==> src/rtl/nurn_cfg_sequencer.sv <==
// rtl/nurn_cfg_sequencer.sv - per-time-step scan of neuron config ports A/B and axon port C
// Walks neurons (A/B reads), then optionally each axon (C read), with valid/ready handoff downstream.
module nurn_cfg_sequencer #(
  parameter int NUM_NURNS          = 256,
  parameter int NUM_AXONS          = 256,
  parameter int NURN_CNT_BIT_WIDTH = 8,
  parameter int AXON_CNT_BIT_WIDTH = 8
) (
  input  logic                                         clk_i,
  input  logic                                         rst_i,
  input  logic                                         start_i,
  input  logic                                         axon_scan_en_i,
  output logic                                         busy_o,
  output logic                                         done_o,
  output logic [NURN_CNT_BIT_WIDTH-1:0]                Addr_Config_A_o,
  output logic                                         rdEn_Config_A_o,
  output logic [NURN_CNT_BIT_WIDTH-1:0]                Addr_Config_B_o,
  output logic                                         rdEn_Config_B_o,
  output logic [NURN_CNT_BIT_WIDTH+AXON_CNT_BIT_WIDTH-1:0] Addr_Config_C_o,
  output logic                                         rdEn_Config_C_o,
  input  logic                                         axonLrnMode_i,
  output logic [NURN_CNT_BIT_WIDTH-1:0]                nurn_idx_o,
  output logic                                         nurn_vld_o,
  input  logic                                         nurn_rdy_i,
  output logic [AXON_CNT_BIT_WIDTH-1:0]                axon_idx_o,
  output logic                                         axon_lrn_o,
  output logic                                         axon_vld_o,
  input  logic                                         axon_rdy_i
);

  typedef enum logic [2:0] {
    S_IDLE,
    S_NRD,
    S_NOUT,
    S_ARD,
    S_AOUT,
    S_NEXT,
    S_DONE
  } state_t;

  localparam logic [NURN_CNT_BIT_WIDTH-1:0] NURN_LAST = NURN_CNT_BIT_WIDTH'(NUM_NURNS - 1);
  localparam logic [AXON_CNT_BIT_WIDTH-1:0] AXON_LAST = AXON_CNT_BIT_WIDTH'(NUM_AXONS - 1);
  localparam logic [NURN_CNT_BIT_WIDTH-1:0] NURN_ONE  = NURN_CNT_BIT_WIDTH'(1);
  localparam logic [AXON_CNT_BIT_WIDTH-1:0] AXON_ONE  = AXON_CNT_BIT_WIDTH'(1);

  state_t                          state_q, state_d;
  logic [NURN_CNT_BIT_WIDTH-1:0]   nurn_cnt_q, nurn_cnt_d;
  logic [AXON_CNT_BIT_WIDTH-1:0]   axon_cnt_q, axon_cnt_d;
  logic                            scan_en_q, scan_en_d;
  logic                            lrn_q;
  logic                            aout_first_q;

  always_ff @(posedge clk_i) begin
    if (rst_i) begin
      state_q      <= S_IDLE;
      nurn_cnt_q   <= '0;
      axon_cnt_q   <= '0;
      scan_en_q    <= 1'b0;
      lrn_q        <= 1'b0;
      aout_first_q <= 1'b0;
    end else begin
      state_q      <= state_d;
      nurn_cnt_q   <= nurn_cnt_d;
      axon_cnt_q   <= axon_cnt_d;
      scan_en_q    <= scan_en_d;
      aout_first_q <= (state_q == S_ARD);
      if (aout_first_q) begin
        lrn_q <= axonLrnMode_i;
      end
    end
  end

  always_comb begin
    state_d         = state_q;
    nurn_cnt_d      = nurn_cnt_q;
    axon_cnt_d      = axon_cnt_q;
    scan_en_d       = scan_en_q;
    busy_o          = 1'b0;
    done_o          = 1'b0;
    Addr_Config_A_o = '0;
    rdEn_Config_A_o = 1'b0;
    Addr_Config_B_o = '0;
    rdEn_Config_B_o = 1'b0;
    Addr_Config_C_o = '0;
    rdEn_Config_C_o = 1'b0;
    nurn_vld_o      = 1'b0;
    axon_vld_o      = 1'b0;
    nurn_idx_o      = nurn_cnt_q;
    axon_idx_o      = axon_cnt_q;
    // Memory output is live in the first AOUT cycle; the local copy covers the rest of the stall.
    axon_lrn_o      = aout_first_q ? axonLrnMode_i : lrn_q;

    case (state_q)
      S_IDLE: begin
        if (start_i) begin
          scan_en_d  = axon_scan_en_i;
          nurn_cnt_d = '0;
          axon_cnt_d = '0;
          state_d    = S_NRD;
        end
      end
      S_NRD: begin
        busy_o          = 1'b1;
        rdEn_Config_A_o = 1'b1;
        rdEn_Config_B_o = 1'b1;
        Addr_Config_A_o = nurn_cnt_q;
        Addr_Config_B_o = nurn_cnt_q;
        state_d         = S_NOUT;
      end
      S_NOUT: begin
        busy_o     = 1'b1;
        nurn_vld_o = 1'b1;
        if (nurn_rdy_i) begin
          state_d = scan_en_q ? S_ARD : S_NEXT;
        end
      end
      S_ARD: begin
        busy_o          = 1'b1;
        rdEn_Config_C_o = 1'b1;
        Addr_Config_C_o = {nurn_cnt_q, axon_cnt_q};
        state_d         = S_AOUT;
      end
      S_AOUT: begin
        busy_o     = 1'b1;
        axon_vld_o = 1'b1;
        if (axon_rdy_i) begin
          if (axon_cnt_q == AXON_LAST) begin
            axon_cnt_d = '0;
            state_d    = S_NEXT;
          end else begin
            axon_cnt_d = axon_cnt_q + AXON_ONE;
            state_d    = S_ARD;
          end
        end
      end
      S_NEXT: begin
        busy_o = 1'b1;
        if (nurn_cnt_q == NURN_LAST) begin
          state_d = S_DONE;
        end else begin
          nurn_cnt_d = nurn_cnt_q + NURN_ONE;
          state_d    = S_NRD;
        end
      end
      S_DONE: begin
        done_o  = 1'b1;
        state_d = S_IDLE;
      end
      default: begin
        state_d = S_IDLE;
      end
    endcase
  end

endmodule

==> config.mk <==
export PLATFORM = sky130hd
export DESIGN_NAME = nurn_cfg_sequencer
export DESIGN_NICKNAME = d
export VERILOG_FILES = /design/src/rtl/nurn_cfg_sequencer.sv
export SDC_FILE = /design/constraint.sdc
export NUM_CORES = 1
export LEC_CHECK = 0
export CAP_MARGIN = 20
export CELL_PAD_IN_SITES_DETAIL_PLACEMENT = 1
export CELL_PAD_IN_SITES_GLOBAL_PLACEMENT = 1
export CORE_UTILIZATION = 27
export CTS_CLUSTER_SIZE = 30
export DETAILED_ROUTE_END_ITERATION = 12
export PLACE_DENSITY_LB_ADDON = 0.1
export SLEW_MARGIN = 20
export SYNTH_ARGS = -nofsm -noshare
export SYNTH_HDL_FRONTEND = slang
export SYNTH_SLANG_ARGS = --single-unit
export TNS_END_PERCENT = 10
==> constraint.sdc <==
create_clock -name clk_i -period 1.53 [get_ports clk_i]
set_input_delay 0.3825 -clock clk_i [delete_from_list [all_inputs] [get_ports clk_i]]
set_output_delay 0.3825 -clock clk_i [all_outputs]
set_load 0.03 [all_outputs]
Yosys cells after proc, flatten, opt, wreduce, memory -nomap -nowiden. Index checks and enable logic that the tools add are counted.

$add $sub $neg: 2. Equal/unequal tests: 12. Mux-type cells: 22. Reductions and logical operators: 8.

Operators by type and width (count): two-way mux 8 bit (5); case mux 8 bit (2 select lines) (2); two-way mux 3 bit (6); case mux 3 bit (6 select lines) (1); adder 8 x 1 -> 8 bit (second input constant) (2); == test 8 bit (second input constant) (2); two-way mux 16 bit (1); == test 3 bit (second input constant) (3); AND reduction 3 bit (3); != test 2 bit (second input constant) (4); two-way mux 1 bit (7); == test 3 x 2 -> 1 bit (second input constant) (2); OR reduction 5 bit (1); nonzero test 2 bit (2); == test 3 x 1 -> 1 bit (second input constant) (1); logical NOT 3 bit (1); AND reduction 2 bit (1).

Flip-flop bits (word level): 22. Bits of input ports: 7. Output and inout port bits: 56. Logic and storage cells: 50.

Depth between registers and ports, before layout.
Depth after elaboration: 4. Gate-level depth with buffers: 6. Mapped depth without buffers: 5.

Worst setup path before layout. No wires, ideal clock.

Kind: register to output. Start point: register state_q[0]. End point: output port Addr_Config_C_o[10]. Arrival: 1.669 ns. Data required time: 1.147 ns. Setup slack: -0.522 ns. Stages on the path, launching flop included: 6. Buffers on the path: 2. Cell sequence: dfxtp_1 buf_4 inv_1 nor2_1 clkbuf_1 and2_1.

Longest elaborated chain between the ends: 2.

Ends and longest elaborated chain: from (decl) (line 46) `state_t state_q, state_d;`; from (signal assigned) (line 62) `state_q <= state_d;`; == test 3 x 2 -> 1 bit (line 93) `case (state_q)`; two-way mux 16 bit (line 93); to (decl) (line 19) `output logic [NURN_CNT_BIT_WIDTH+AXON_CNT_BIT_WIDTH-1:0] Addr_Config_C_o,`.

No other way between the ends.

Worst setup path in the final report.
Start point: register state_q[2]. End point: output port Addr_Config_C_o[14].

Same word-level chain as after synthesis.

==> metrics.txt <==
# TYPE chip_impl_metric gauge
chip_impl_metric{name="final.setup_skew",unit="ns"} 0.00571
chip_impl_metric{name="number_of_buffers_between_clock_root_and_the_deepest_sink",unit=""} 2
chip_impl_metric{name="slew_headroom",unit=""} 0.747
chip_impl_metric{name="clock_sink_count",unit=""} 22
chip_impl_metric{name="seqPwrFrac",unit=""} 0.410
chip_impl_info{name="path_delay_family",value="simple AND/OR/NAND/NOR gates"} 1
chip_impl_info{name="r2r_end",value="nurn_idx_o[7]"} 1
chip_impl_metric{name="grt_pass1_wl",unit="mm"} 8.53
chip_impl_metric{name="worst-r2r-cell-count",unit=""} 5
chip_impl_metric{name="setup_slack",unit="ns"} -0.188
chip_impl_metric{name="initial_core_util",unit=""} 0.281
chip_impl_metric{name="via_count_of_the_first_global_routing_pass",unit=""} 1745
chip_impl_metric{name="netlist_area",unit="µm²"} 1450
chip_impl_metric{name="place.gp.congestion",unit=""} 0.810
chip_impl_metric{name="synth_warnings",unit=""} 0
chip_impl_metric{name="drc_violations",unit=""} 0
chip_impl_metric{name="instances_no_fill",unit=""} 334
chip_impl_metric{name="rows",unit=""} 26
chip_impl_metric{name="synth_edf_count",unit=""} 0
chip_impl_metric{name="share_of_synthesized_cell_area_in_and_or_nand_and_nor_gates",unit=""} 0.367
chip_impl_metric{name="yosysUniqueCellTypes",unit=""} 48
chip_impl_metric{name="buffer_ports.inserted",unit=""} 62
chip_impl_metric{name="floorplan.core_area",unit="µm²"} 5140
chip_impl_info{name="failing_checks",value="negative setup slack"} 1
chip_impl_metric{name="critical_path.max_stage_delay",unit="ns"} 0.37
chip_impl_info{name="min_delay_worst_endpoint",value="scan_en_q"} 1
chip_impl_info{name="synth_top_family_by_area",value="simple AND/OR/NAND/NOR gates"} 1
chip_impl_metric{name="final_design_area_no_fill",unit="µm²"} 2540
chip_impl_metric{name="number_of_antenna_violations_at_the_first_check_in_global_routing",unit=""} 0
chip_impl_metric{name="ys_ff_latch",unit=""} 22
chip_impl_metric{name="inst_count_dp",unit=""} 328
chip_impl_metric{name="required_time_reported_for_the_critical_path_endpoint",unit="ns"} 1.15
chip_impl_metric{name="detail_route.vias_per_cell",unit=""} 4.89
chip_impl_metric{name="critical_path.n_buffers_inverters",unit=""} 2
chip_impl_info{name="regToRegStartpoint",value="state_q[0]"} 1
chip_impl_metric{name="timing.final.hold_violations",unit=""} 0
chip_impl_metric{name="worst-r2r-setup-slack",unit="ns"} -0.07
chip_impl_info{name="min_from",value="scan_en_q"} 1
chip_impl_metric{name="placed_cell_area",unit="µm²"} 2260
chip_impl_metric{name="cts-htree-levels",unit=""} 1
chip_impl_metric{name="area_grow_syn2layout",unit="%"} 76.0
chip_impl_metric{name="swShare",unit=""} 0.334
chip_impl_metric{name="post_synth_fa_ha_maj_area_fraction",unit=""} 0.0173
chip_impl_metric{name="ant_nets",unit=""} 0
chip_impl_metric{name="netSwitchingPower",unit="W"} 0.000500
chip_impl_metric{name="synth_compound_area_frac",unit=""} 0.144
chip_impl_metric{name="drive_gt1_frac",unit=""} 0.492
chip_impl_info{name="path_class",value="reg -> out"} 1
chip_impl_metric{name="synth.net_count",unit=""} 186
chip_impl_info{name="hold_class",value="reg -> reg"} 1
chip_impl_metric{name="finalNetCount",unit=""} 275
chip_impl_metric{name="fp.dieW",unit="µm"} 75.2
chip_impl_metric{name="muxShareOfSynthArea",unit=""} 0.0285
chip_impl_metric{name="multi_input_area",unit="µm²"} 992
chip_impl_metric{name="die_area",unit="µm²"} 5650
chip_impl_metric{name="globalRoute.totalOverflow",unit=""} 0
chip_impl_metric{name="worstHoldPathCells",unit=""} 2
chip_impl_metric{name="finalCriticalPeriod",unit="ns"} 1.72
chip_impl_metric{name="clkSlewWorstSetupHoldPaths",unit="ns"} 0.08
chip_impl_metric{name="drt-initial-drc-count",unit=""} 43
chip_impl_metric{name="power_density",unit="nW/µm²"} 589
chip_impl_metric{name="postSynthAreaPerCell",unit="µm²"} 8.17
chip_impl_metric{name="hpwlAfterDp",unit="mm"} 3.82
chip_impl_info{name="run_status",value="finished, violations left"} 1
chip_impl_metric{name="p_int",unit="W"} 0.000999
chip_impl_metric{name="final.fill_count",unit=""} 619
chip_impl_metric{name="maxSlewViolCount",unit=""} 0
chip_impl_metric{name="worst_skew_pair.late_latency",unit="ns"} 0.26
chip_impl_metric{name="detailedRoute.firstPassIterationCount",unit=""} 4
chip_impl_metric{name="p_leak",unit="nW"} 1.11
chip_impl_metric{name="crit_path_arrival_time",unit="ns"} 1.34
chip_impl_info{name="cts_root_buffer",value="sky130_fd_sc_hd__clkbuf_8"} 1
chip_impl_metric{name="design.portCount",unit=""} 63
chip_impl_info{name="clock_tree_from_tritoncts",value="yes"} 1
chip_impl_metric{name="wl_per_cell",unit="µm"} 15.2
chip_impl_metric{name="cts_inserted_buffers",unit=""} 3
chip_impl_metric{name="routed_wl",unit="mm"} 5.07
chip_impl_metric{name="syn_inst",unit=""} 177
chip_impl_metric{name="floorplan.die.height",unit="µm"} 75.2
chip_impl_metric{name="post-layout-total-power",unit="W"} 0.00150
chip_impl_metric{name="clockPowerShare",unit=""} 0.249
chip_impl_metric{name="comb_power_share",unit=""} 0.341
chip_impl_info{name="type_of_element_launching_the_critical_path",value="register"} 1
chip_impl_metric{name="max_cap_viol_count",unit=""} 0
chip_impl_info{name="worstPathCellList",value="nand2b_4, nor2_4, buf_12, and2_2, buf_6"} 1
chip_impl_info{name="synth_flop_cell",value="sky130_fd_sc_hd__dfxtp_1"} 1
chip_impl_metric{name="clock.fmax",unit="MHz"} 582
chip_impl_metric{name="yosys.area_share.xor_xnor",unit=""} 0.0484
chip_impl_metric{name="worstMarginPinSlew",unit="ns"} 0.377
chip_impl_metric{name="antenna_diodes",unit=""} 0
chip_impl_metric{name="timing.final.crit_share",unit=""} 1.12
chip_impl_metric{name="via_count",unit=""} 1633
chip_impl_info{name="timing.critical_path.slowest_stage_cell",value="sky130_fd_sc_hd__dfxtp_4"} 1
chip_impl_metric{name="timing.setup.tns",unit="ns"} -6.44
chip_impl_info{name="rsz0062_at_grt",value="yes"} 1
chip_impl_metric{name="async_reset_ff_frac",unit=""} 0
chip_impl_info{name="worst_setup_path_end_kind",value="output port"} 1
chip_impl_metric{name="grt_util_all_layers",unit=""} 0.199
chip_impl_metric{name="crit_fanout",unit=""} 17
chip_impl_metric{name="pin_count_of_the_biggest_net_entering_global_routing",unit=""} 18
chip_impl_metric{name="vdd.ir_drop.worst",unit="V"} 0.000309
chip_impl_metric{name="layout.area.seq",unit="µm²"} 455
chip_impl_metric{name="finalSetupViolations",unit=""} 45
chip_impl_metric{name="synth_sequential_area_ratio",unit=""} 0.304
[metrics by stage]
| stage | utilization | worst slack [ns] | hold slack, ns |
|---|---|---|---|
| floorplan | - | -0.136 | 0.478 |
| global placement | 0.440 | -0.394 | 0.509 |
| detailed placement | 0.440 | -0.464 | 0.534 |
| CTS | 0.474 | -0.225 | 0.551 |
| global route | 0.495 | -0.261 | 0.586 |
| finish | 0.495 | -0.188 | 0.553 |
[flip-flops by register name (all words and copies together) (netlist names)]
name and flops:
axon_idx_o 8, nurn_idx_o 8, state_q 3, aout_first_q 1
lrn_q 1, scan_en_q 1
[final cells by class]
| class | count | area share |
|---|---|---|
| Sequential cell | 22 | 0.179 |
| Inverter | 3 | 0.00442 |
| Tap cell | 70 | 0.0344 |
| Timing Repair Buffer | 102 | 0.376 |
| Multi-Input combinational cell | 134 | 0.390 |
| Clock buffer | 3 | 0.0162 |
[cells in the final DEF, fill, tap and decap left out, types with 2 or more instances in the layout]
cell type                         count
sky130_fd_sc_hd__buf_4               46
sky130_fd_sc_hd__buf_6               37
sky130_fd_sc_hd__nor2_1              17
sky130_fd_sc_hd__dfxtp_1             16
sky130_fd_sc_hd__dlygate4sd2_1       12
sky130_fd_sc_hd__and3_4               9
sky130_fd_sc_hd__and2_2               7
sky130_fd_sc_hd__a21oi_1              7
sky130_fd_sc_hd__nand3_1              6
sky130_fd_sc_hd__and2_1               5
sky130_fd_sc_hd__nor3_1               5
sky130_fd_sc_hd__xnor2_1              5
sky130_fd_sc_hd__and2_4               4
sky130_fd_sc_hd__o211ai_1             4
sky130_fd_sc_hd__nand2_1              4
sky130_fd_sc_hd__o21ai_0              4
sky130_fd_sc_hd__clkdlybuf4s50_1      4
sky130_fd_sc_hd__mux2i_1              3
sky130_fd_sc_hd__nand4_1              3
sky130_fd_sc_hd__xor2_1               3
sky130_fd_sc_hd__o21a_1               3
sky130_fd_sc_hd__o21ai_1              3
sky130_fd_sc_hd__clkbuf_8             3
sky130_fd_sc_hd__dfxtp_2              3
sky130_fd_sc_hd__dfxtp_4              3
sky130_fd_sc_hd__nor2_4               2
sky130_fd_sc_hd__nor3_2               2
sky130_fd_sc_hd__inv_1                2
sky130_fd_sc_hd__and3_1               2
sky130_fd_sc_hd__nand3b_1             2
sky130_fd_sc_hd__nor4_1               2
sky130_fd_sc_hd__nor2b_1              2
sky130_fd_sc_hd__nor4_2               2
sky130_fd_sc_hd__ha_1                 2
sky130_fd_sc_hd__buf_12               2
[worst min-delay path: cells and delay by family, from the launching register on]
| family | cells | cell delay, ns |
|---|---|---|
| multiplexers | 1 | 0.13 |
| flip-flops | 1 | 0.34 |
| AND/OR/NAND/NOR | 1 | 0.05 |
[synthesized netlist by cell type (all sizes together) (2+ instances only)]
cell	n	area share
a211oi	2	0.010
nor2b	2	0.0086
dfxtp	22	0.30
nand3b	2	0.010
nand2b	2	0.0086
xnor2	5	0.030
clkbuf	4	0.011
o211ai	4	0.021
ha	2	0.017
xor2	3	0.018
nand4	3	0.013
nand2	4	0.010
o21a	3	0.016
nor2	20	0.052
inv	3	0.0078
buf	14	0.072
a21oi	8	0.028
nor3	8	0.031
or2	3	0.013
and2	16	0.069
and3	11	0.048
mux2i	3	0.021
nand3	6	0.021
nor4	4	0.026
o21ai	7	0.024
nor3b	2	0.018
[power by group through the flow]
stage / clock, W / sequential (W) / combinational, W
after floorplan: 0 / 0.000619 / 0.000269
after global placement: 0 / 0.000636 / 0.000415
after detailed placement: 0 / 0.000638 / 0.000431
after CTS: 0.000388 / 0.000614 / 0.000497
after global routing: 0.000416 / 0.000618 / 0.000555
final: 0.000373 / 0.000615 / 0.000511
[layer usage]
| metal | vias up | wire, µm | global-route usage |
|---|---|---|---|
| met3 | 4 | 175 | 0.0201 |
| li1 | 794 | - | - |
| met2 | 46 | 2690 | 0.361 |
| met5 | - | 0 | 0 |
| met4 | 0 | 46 | 0.0617 |
| met1 | 789 | 2160 | 0.246 |
[kinds of logic after synthesis]
kind of cell | after synthesis
and+or+nand+nor | 88
AOI/OAI and AO/OA | 32
DFF | 22
buffers and inverters | 21
xor gates and xnor gates | 8
muxes | 4
adders and majority gates | 2
[worst max-delay path by stage]
stage / from / end / slack, ns / cells after the start
floorplan: nurn_idx_o[1] / nurn_idx_o[6] / -0.14 / 5
global placement: start_i / nurn_idx_o[7] / -0.39 / 5
detailed placement: start_i / nurn_idx_o[7] / -0.46 / 5
CTS: state_q[2] / Addr_Config_A_o[3] / -0.22 / 5
global route: state_q[2] / Addr_Config_C_o[15] / -0.26 / 5
finish: state_q[2] / Addr_Config_C_o[14] / -0.19 / 5
[what timing repair did]
action	CTS	global route
setup endpoints to repair	62	56
gates cloned	0	0
setup buffers	3	0
hold buffers	0	0
hold endpoints to repair	0	0
pin swaps	5	2
resized for setup	47	33
Power figures use the tool's default switching activity.
